--- src/rtl/mcd_pkg.sv ---
// Shared types and reset constants for the multi-channel clock/PWM divider.
package mcd_pkg;

  typedef enum logic [1:0] {
    TOGGLE  = 2'b00,
    PWM     = 2'b01,
    ONESHOT = 2'b10,
    RSVD    = 2'b11
  } mode_e;

  localparam int MCD_DEFAULT_PERIOD = 50_000_000;
  localparam int MCD_DEFAULT_HIGH   = MCD_DEFAULT_PERIOD / 2;

  function automatic int default_high(input int period);
    return period / 2;
  endfunction

  function automatic int ch_idx_w(input int num_ch);
    return (num_ch > 1) ? $clog2(num_ch) : 1;
  endfunction

endpackage

--- src/rtl/divider_channel.sv ---
// One divider channel: free-running period counter, tick/toggle/PWM/one-shot
// output, and a shadow config that is only applied on a period boundary.
module divider_channel
  import mcd_pkg::*;
#(
  parameter int CNT_W          = 27,
  parameter int DEFAULT_PERIOD = MCD_DEFAULT_PERIOD
) (
  input  logic             clk,
  input  logic             rst_n,
  input  logic             en,
  input  logic             cfg_wr,
  input  logic [CNT_W-1:0] cfg_period,
  input  logic [CNT_W-1:0] cfg_high,
  input  mode_e            cfg_mode,
  output logic             pending,
  output logic             clk_out,
  output logic             tick
);

  localparam logic [CNT_W-1:0] RST_PERIOD = CNT_W'(DEFAULT_PERIOD);
  localparam logic [CNT_W-1:0] RST_HIGH   = CNT_W'(default_high(DEFAULT_PERIOD));

  logic [CNT_W-1:0] cnt_reg;
  logic [CNT_W-1:0] period_reg;
  logic [CNT_W-1:0] high_reg;
  logic [CNT_W-1:0] sh_period_reg;
  logic [CNT_W-1:0] sh_high_reg;
  mode_e            mode_reg;
  mode_e            sh_mode_reg;
  logic             pending_reg;
  logic             run_reg;
  logic             done_reg;
  logic             clk_out_reg;
  logic             tick_reg;

  logic [CNT_W-1:0] last_cnt;
  logic             counting;
  logic             wrap;
  logic             apply;
  logic             accept;
  logic             is_toggle;

  // run_reg delays counting by one edge so a fresh enable starts a full period at cnt=0.
  always_comb begin
    last_cnt  = (period_reg == '0) ? '0 : period_reg - CNT_W'(1);
    counting  = en & run_reg & ~done_reg;
    wrap      = counting & (cnt_reg >= last_cnt);
    apply     = pending_reg & (wrap | ~counting);
    accept    = cfg_wr & ~pending_reg;
    is_toggle = (mode_reg == TOGGLE) || (mode_reg == RSVD);
  end

  always_ff @(posedge clk or negedge rst_n) begin
    if (!rst_n) begin
      cnt_reg     <= '0;
      run_reg     <= 1'b0;
      done_reg    <= 1'b0;
      clk_out_reg <= 1'b0;
      tick_reg    <= 1'b0;
    end else begin
      run_reg <= en;
      if (!counting) begin
        cnt_reg     <= '0;
        tick_reg    <= 1'b0;
        clk_out_reg <= 1'b0;
        if (!en) begin
          done_reg <= 1'b0;
        end
      end else begin
        cnt_reg  <= wrap ? '0 : cnt_reg + CNT_W'(1);
        tick_reg <= wrap;
        if (wrap && (mode_reg == ONESHOT)) begin
          done_reg <= 1'b1;
        end
        if (apply && (sh_mode_reg != mode_reg)) begin
          clk_out_reg <= 1'b0;
        end else if (is_toggle) begin
          clk_out_reg <= clk_out_reg ^ wrap;
        end else begin
          clk_out_reg <= (cnt_reg < high_reg);
        end
      end
    end
  end

  // A write seen as pending only from the next edge, so a wrap in the accept cycle never applies it.
  always_ff @(posedge clk or negedge rst_n) begin
    if (!rst_n) begin
      period_reg    <= RST_PERIOD;
      high_reg      <= RST_HIGH;
      mode_reg      <= TOGGLE;
      sh_period_reg <= RST_PERIOD;
      sh_high_reg   <= RST_HIGH;
      sh_mode_reg   <= TOGGLE;
      pending_reg   <= 1'b0;
    end else if (apply) begin
      period_reg  <= sh_period_reg;
      high_reg    <= sh_high_reg;
      mode_reg    <= sh_mode_reg;
      pending_reg <= 1'b0;
    end else if (accept) begin
      sh_period_reg <= cfg_period;
      sh_high_reg   <= cfg_high;
      sh_mode_reg   <= cfg_mode;
      pending_reg   <= 1'b1;
    end
  end

  assign pending = pending_reg;
  assign clk_out = clk_out_reg;
  assign tick    = tick_reg;

endmodule

--- src/rtl/multi_channel_divider.sv ---
// Multi-channel divider top: config channel decode, ready mux and the
// generated array of divider channels.
module multi_channel_divider
  import mcd_pkg::*;
#(
  parameter int NUM_CH         = 4,
  parameter int CNT_W          = 27,
  parameter int DEFAULT_PERIOD = MCD_DEFAULT_PERIOD,
  localparam int CH_W          = ch_idx_w(NUM_CH)
) (
  input  logic              i_clk,
  input  logic              reset_n,
  input  logic              i_cfg_valid,
  output logic              o_cfg_ready,
  input  logic [CH_W-1:0]   i_cfg_ch,
  input  logic [CNT_W-1:0]  i_cfg_period,
  input  logic [CNT_W-1:0]  i_cfg_high,
  input  logic [1:0]        i_cfg_mode,
  input  logic [NUM_CH-1:0] i_ch_en,
  output logic [NUM_CH-1:0] o_clk_out,
  output logic [NUM_CH-1:0] o_tick
);

  logic [NUM_CH-1:0] pending;
  logic [NUM_CH-1:0] cfg_sel;

  // Out-of-range channel indices match no channel: ready stays high and the write is dropped.
  always_comb begin
    cfg_sel     = '0;
    o_cfg_ready = 1'b1;
    for (int c = 0; c < NUM_CH; c++) begin
      if (i_cfg_ch == CH_W'(c)) begin
        cfg_sel[c]  = 1'b1;
        o_cfg_ready = ~pending[c];
      end
    end
  end

  generate
    for (genvar gi = 0; gi < NUM_CH; gi++) begin : g_ch
      divider_channel #(
        .CNT_W          (CNT_W),
        .DEFAULT_PERIOD (DEFAULT_PERIOD)
      ) u_ch (
        .clk        (i_clk),
        .rst_n      (reset_n),
        .en         (i_ch_en[gi]),
        .cfg_wr     (i_cfg_valid & cfg_sel[gi]),
        .cfg_period (i_cfg_period),
        .cfg_high   (i_cfg_high),
        .cfg_mode   (mode_e'(i_cfg_mode)),
        .pending    (pending[gi]),
        .clk_out    (o_clk_out[gi]),
        .tick       (o_tick[gi])
      );
    end
  endgenerate

endmodule

--- config.mk ---
export PLATFORM = sky130hd
export DESIGN_NAME = multi_channel_divider
export DESIGN_NICKNAME = d
export VERILOG_FILES = /design/src/rtl/mcd_pkg.sv /design/src/rtl/divider_channel.sv /design/src/rtl/multi_channel_divider.sv
export SDC_FILE = /design/constraint.sdc
export NUM_CORES = 1
export LEC_CHECK = 0
export BUFFER_PORTS_ARGS = -buffer_cell sky130_fd_sc_hd__buf_2
export CAP_MARGIN = 20
export CORE_MARGIN = 2
export CORE_UTILIZATION = 57
export CTS_CLUSTER_SIZE = 20
export DETAILED_ROUTE_END_ITERATION = 7
export PLACE_DENSITY = 0.77
export SLEW_MARGIN = 20
export SYNTH_ARGS = -nofsm -noshare
export SYNTH_HDL_FRONTEND = slang
export SYNTH_HIERARCHICAL = 1
export SYNTH_SLANG_ARGS = --single-unit
--- constraint.sdc ---
create_clock -name i_clk -period 5.45 [get_ports i_clk]
set_clock_uncertainty 0.05 [all_clocks]
set_input_delay 1.09 -clock i_clk [delete_from_list [all_inputs] [get_ports i_clk]]
set_output_delay 1.09 -clock i_clk [all_outputs]
set_load 0.02 [all_outputs]
# Yosys cells after proc, flatten, opt, wreduce, memory -nomap -nowiden
# Cells that the tools add are included.
# op_classes
add_sub_neg,8
n_lt_le_gt_ge,8
eq_ne,23
n_mux,56
bitwise_logic,48
n_reduce_logical,33
# ops
cell,n
2-to-1 mux 27 bit,12
"adder 27 x 1 -> 27 bit, second input constant",4
greater-or-equal comparator 27 bit,4
zero test 27 bit,4
< comparator 27 bit,4
"subtractor 27 x 1 -> 27 bit, second input constant",4
2-to-1 mux 1 bit,44
AND 1 bit,24
"equality test 2 bit, second input constant",10
inverter 1 bit,16
AND reduction 2 bit,8
zero test 2 bit,5
logical AND 1 bit,8
"inequality test 2 x 1 -> 1 bit, second input constant",4
inequality test 2 bit,4
"inequality test 2 bit, second input constant",4
nonzero test 2 bit,4
logical OR 1 bit,4
OR 1 bit,4
XOR 1 bit,4
"equality test 2 x 1 -> 1 bit, second input constant",1
# word_totals
reg_bits,576
input_bits,65
out_inout_bits,9
elab_cells,224

# Longest topological paths before layout
# depth
word_depth,9
ltp_mapped,21
mapped_depth_nobuf,17

# By module
# The synthesis kept the hierarchy.
# modules_own_cells
module,n_inst,cells_each,area_per_inst_um2,seq_area_each_um2
divider_channel at g_ch[0].u_ch ...,3,672,7379.6,3663.5
divider_channel at g_ch[1].u_ch,1,638,7505.9,3663.5
multi_channel_divider,1,7,58.8,0.0

# Worst setup path after synthesis
# No wires, ideal clock.
# synth_timing
path_type,reg-to-reg
startpoint,register g_ch[1].u_ch.period_reg[15]
endpoint,register g_ch[1].u_ch.high_reg[15]
setup_time_ns,0.125
t_arrival_ns,4.996
t_required_ns,5.275
slack_ns,0.279
stages_incl_launch_ff,18
path_buffers,4
period_less_slack_ns,5.171
path_cell_list,dfstp_2 or4_4 or3_4 or4_4 or3_4 or4_1 buf_2 buf_6 nand2_1 ha_1 and3_1 nand4_1 nand2b_1 nand4_1 o41ai_1 clkbuf_1 clkbuf_1 mux2_2
# synth_via
elab_chain_cells,6
word_cells_on_any_way,7
cone_classes,add/sub: 1; order compare: 1; mux: 1; bitwise: 3; reduce/logical: 1
# synth_lines
item,line_no,source
from (decl),divider_channel.sv:25,logic [CNT_W-1:0] period_reg;
from (signal assigned),divider_channel.sv:98,period_reg <= sh_period_reg;
subtractor 27 x 1 -> 27 bit / zero test 27 bit (equally long branches),divider_channel.sv:46,last_cnt = (period_reg == '0) ? '0 : period_reg - CNT_W'(1);
2-to-1 mux 27 bit *,divider_channel.sv:46,
greater-or-equal comparator 27 bit *,divider_channel.sv:48,wrap = counting & (cnt_reg >= last_cnt);
AND 1 bit *,divider_channel.sv:48,
OR 1 bit *,divider_channel.sv:49,apply = pending_reg & (wrap | ~counting);
AND 1 bit *,divider_channel.sv:49,
to (signal assigned),divider_channel.sv:99,high_reg <= sh_high_reg;
to (decl),divider_channel.sv:26,logic [CNT_W-1:0] high_reg;
# Mark *: on every way between the ends. The rest lies on a longest branch, timed or not.
# A chain may end at the register's enable or synchronous reset.

# Final worst setup path
# layout_timing
startpoint,register g_ch[1].u_ch.period_reg[15]
endpoint,register g_ch[1].u_ch.high_reg[23]
# The elaborated chain is that of the path after synthesis.

==> metrics.md <==
| Metric | Value |
|---|---|
| Worst skew pair latency | `630 ps` |
| Slew HR | `29.4%` |
| Top_reg_cell synth | `dfrtp_1` |
| Slew Viols, Final | `0` |
| YS warnings | `6` |
| Pre-antenna DRT Iters | `5` |
| Asr flop ratio synth | `100%` |
| DR WL/cell | `21.6 um` |
| IO Port Bufs | `73` |
| Gr usage total | `28.6%` |
| Worst-path clk slew | `60 ps` |
| Rows | `83` |
| Reg2Reg Depth | `15` |
| GP Congestion | `0.921` |
| Hold_buf cts | `0` |
| Starting Density | `57.8%` |
| Vias in the first global route | `20.9k` |
| Multiplexer area fraction after synthesis | `13.9%` |
| # DRC | `0` |
| Synth Area in XOR/XNOR | `5.75%` |
| Synth Net Count | `2950` |
| Die Y | `232 um` |
| R2R Path Start | `g_ch[1].u_ch/period_reg[15]` |
| Worst-Margin Slew | `1060 ps` |
| Area share of fa/ha/maj cells after synthesis | `9.44%` |
| Startpoint Class | `flop` |
| Worst hold path type | `flop to flop` |
| Core area | `0.0514 mm2` |
| Area Overhead vs Synth | `10.9%` |
| Fmax | `195 MHz` |
| # Post-CTS Setup Buffers | `0` |
| Final setup vio count | `0` |
| Initial antenna violation count | `24` |
| CP Capture Type | `flop` |
| Worst Setup Path Type | `flop to flop` |
| Final hold vios | `0` |
| Post-route cell area | `0.0330 mm2` |
| Die width | `232 um` |
| Hold depth | `2` |
| Hold_sp | `g_ch[0].u_ch/sh_high_reg[26]` |
| Clock buffer count from CTS | `59` |
| Synth unique cells | `60` |
| Total grt overflow | `0` |
| Largest net degree at the start of global routing | `121` |
| First-pass GRT wire length | `118 mm` |
| Seq/Total Area, Yosys | `49.3%` |
| H-tree Lvls | `2` |
| Setup total negative slack | `0 ps` |
| Reg2Reg Capture Point | `g_ch[1].u_ch/high_reg[23]` |
| Status | `completed` |
| Synth Instances | `2661` |
| Final worst-path cycle share | `94.0%` |
| Placed insts | `3367` |
| Clock Tree Root | `clkbuf_16` |
| Antenna-violating nets left | `0` |
| Fraction of layout cells with a size suffix above 1 | `29.2%` |
| Peak supply drop | `0.270 mV` |
| Full die area | `0.0540 mm2` |
| Layout net count | `3038` |
| Flop2flop setup slack | `330 ps` |
| Total vias in the final route | `20.5k` |
| Post-synthesis compound-gate area fraction | `6.12%` |
| Req. time, crit path | `5890 ps` |
| Fin cells | `3483` |
| Crit path DAT | `5570 ps` |
| Max-cap violations | `0` |
| Vias per cell | `5.89` |
| Power density over the cells | `417 mW/mm2` |
| Finished Core Util | `64.1%` |
| Post-Synth Simple-Gate Area | `12.4%` |
| Post-synth EDFFs | `0` |
| Synth Register Bits | `576` |
| Leak pwr | `14.7 nW` |
| Hold endpoint | `g_ch[0].u_ch/high_reg[26]` |
| DP Area | `0.0309 mm2` |
| Clock buffer depth | `3` |
| Critical Path Fanout Max | `17` |
| Clock sinks | `576` |
| RSZ-0062 raised after global routing | `false` |
| Syn avg cell area | `11.2 um2` |
| Final HPWL DP | `53.2 mm` |
| Mapped Area | `0.0297 mm2` |
| IO Count | `74` |
| Final min period | `5120 ps` |
| Largest family of logic cells by synthesized area | `multiplexers` |
| Fillers | `3937` |
| Power, Total | `0.0138 W` |
| CTS tree | `yes` |
| Initial drt markers | `1446` |
| Detailed Route WL | `75.1 mm` |
-- report_power, final --
part | switching (W) | leakage, nW | total, W | internal [W]
clock network | 0.00170 | 0.959 | 0.00410 | 0.00240
registers | 0.000834 | 6.87 | 0.00645 | 0.00562
logic | 0.00166 | 6.89 | 0.00320 | 0.00154
-- repair_timing --
action	CTS	global route
hold endpoints to repair	0	0
setup endpoints to repair	0	100
resized for setup	0	8
-- cells in the mapped netlist, types with 54 or more instances --
library cell	count	share of area (%)
dfrtp_1	384	32
nand3_1	54	0.91
inv_1	142	1.8
xnor2_1	77	2.3
dfstp_2	192	17
xor2_1	118	3.5
o21ai_0	126	2.1
ha_1	224	9.4
nand2_1	271	3.4
mux2_2	364	14
nor2_1	200	2.5
a21oi_1	85	1.4
-- how the worst max path moves through the flow --
stage / start / endpoint / depth (start not counted)
3_5_place_dp: g_ch[0].u_ch/period_reg[0] / g_ch[0].u_ch/clk_out / 18
3_3_place_gp: g_ch[0].u_ch/period_reg[0] / g_ch[0].u_ch/period_reg[16] / 17
5_1_grt: g_ch[1].u_ch/period_reg[15] / g_ch[1].u_ch/high_reg[25] / 14
6_report: g_ch[1].u_ch/period_reg[15] / g_ch[1].u_ch/high_reg[23] / 15
2_1_floorplan: g_ch[1].u_ch/period_reg[15] / g_ch[1].u_ch/high_reg[15] / 17
4_1_cts: g_ch[0].u_ch/period_reg[0] / g_ch[0].u_ch/clk_out / 18
-- cells in the final DEF (no fill, tap or decap), types with 6 or more instances in the layout --
cell type / count
a211oi_1: 8
a21o_1: 25
a21oi_1: 85
and2_1: 7
and3_1: 21
and4_1: 10
buf_12: 9
buf_2: 72
buf_4: 22
clkbuf_1: 17
clkbuf_16: 61
clkbuf_8: 12
clkinv_2: 11
clkinvlp_4: 6
dfrtp_1: 384
dfstp_2: 192
ha_1: 224
inv_1: 142
mux2_2: 364
nand2_1: 270
nand2_2: 21
nand2b_1: 17
nand3_1: 54
nand4_1: 40
nor2_1: 200
nor2b_1: 14
nor3_1: 48
nor4_1: 30
o211ai_1: 6
o21ai_0: 126
or2_2: 8
or4_4: 11
xnor2_1: 77
xor2_1: 118
-- kinds of logic (layout without fill, tap and decap cells) --
family / after synthesis / in the layout
xor+xnor: 195 / 195
mux: 365 / 365
simple gates: 779 / 779
flops: 576 / 576
buf+inv: 219 / 357
compound gates: 303 / 303
other cells: 0 / 4
fa+ha+maj: 224 / 224
-- per-stage QoR --
stage	setup WS (ps)	hold slack, ps
2_1_floorplan	279	396
3_5_place_dp	163	417
6_report	327	425
4_1_cts	114	418
5_1_grt	39.9	451
3_3_place_gp	271	409
-- area by class of cell --
cell class              instances  area [um2]  area share (%)
flip-flops and latches        576       14700            44.5
diodes                          4        10.0          0.0304
multi-input cells            1866       14200            43.1
well taps                     680         851            2.58
inverters                     142         533            1.62
repair buffers                104         721            2.19
clock inverters                21         220           0.668
clock buffers                  90        1760            5.33
-- worst max-delay path, cell delays in order (launching register included) --
cell and delay [ps]:
dfstp_2 390, or4_4 550, or3_4 360, or4_4 440
or3_4 360, or4_1 610, buf_4 250, nand2_1 70
ha_1 240, a21o_1 170, nand3_1 80, a211o_1 130
nand4_1 180, o41ai_4 440, buf_4 320, mux2_2 370
-- metal layers --
layer  track usage (%)  up-vias  share of wire (%)
met5                 0        -              0.068
met4              8.85        8                3.3
met3              5.87      143                7.2
met2              46.4      519                 47
met1              38.7    10400                 42
li1                  -     9438                  -
Note: power is estimated with default switching activity, not from simulation.
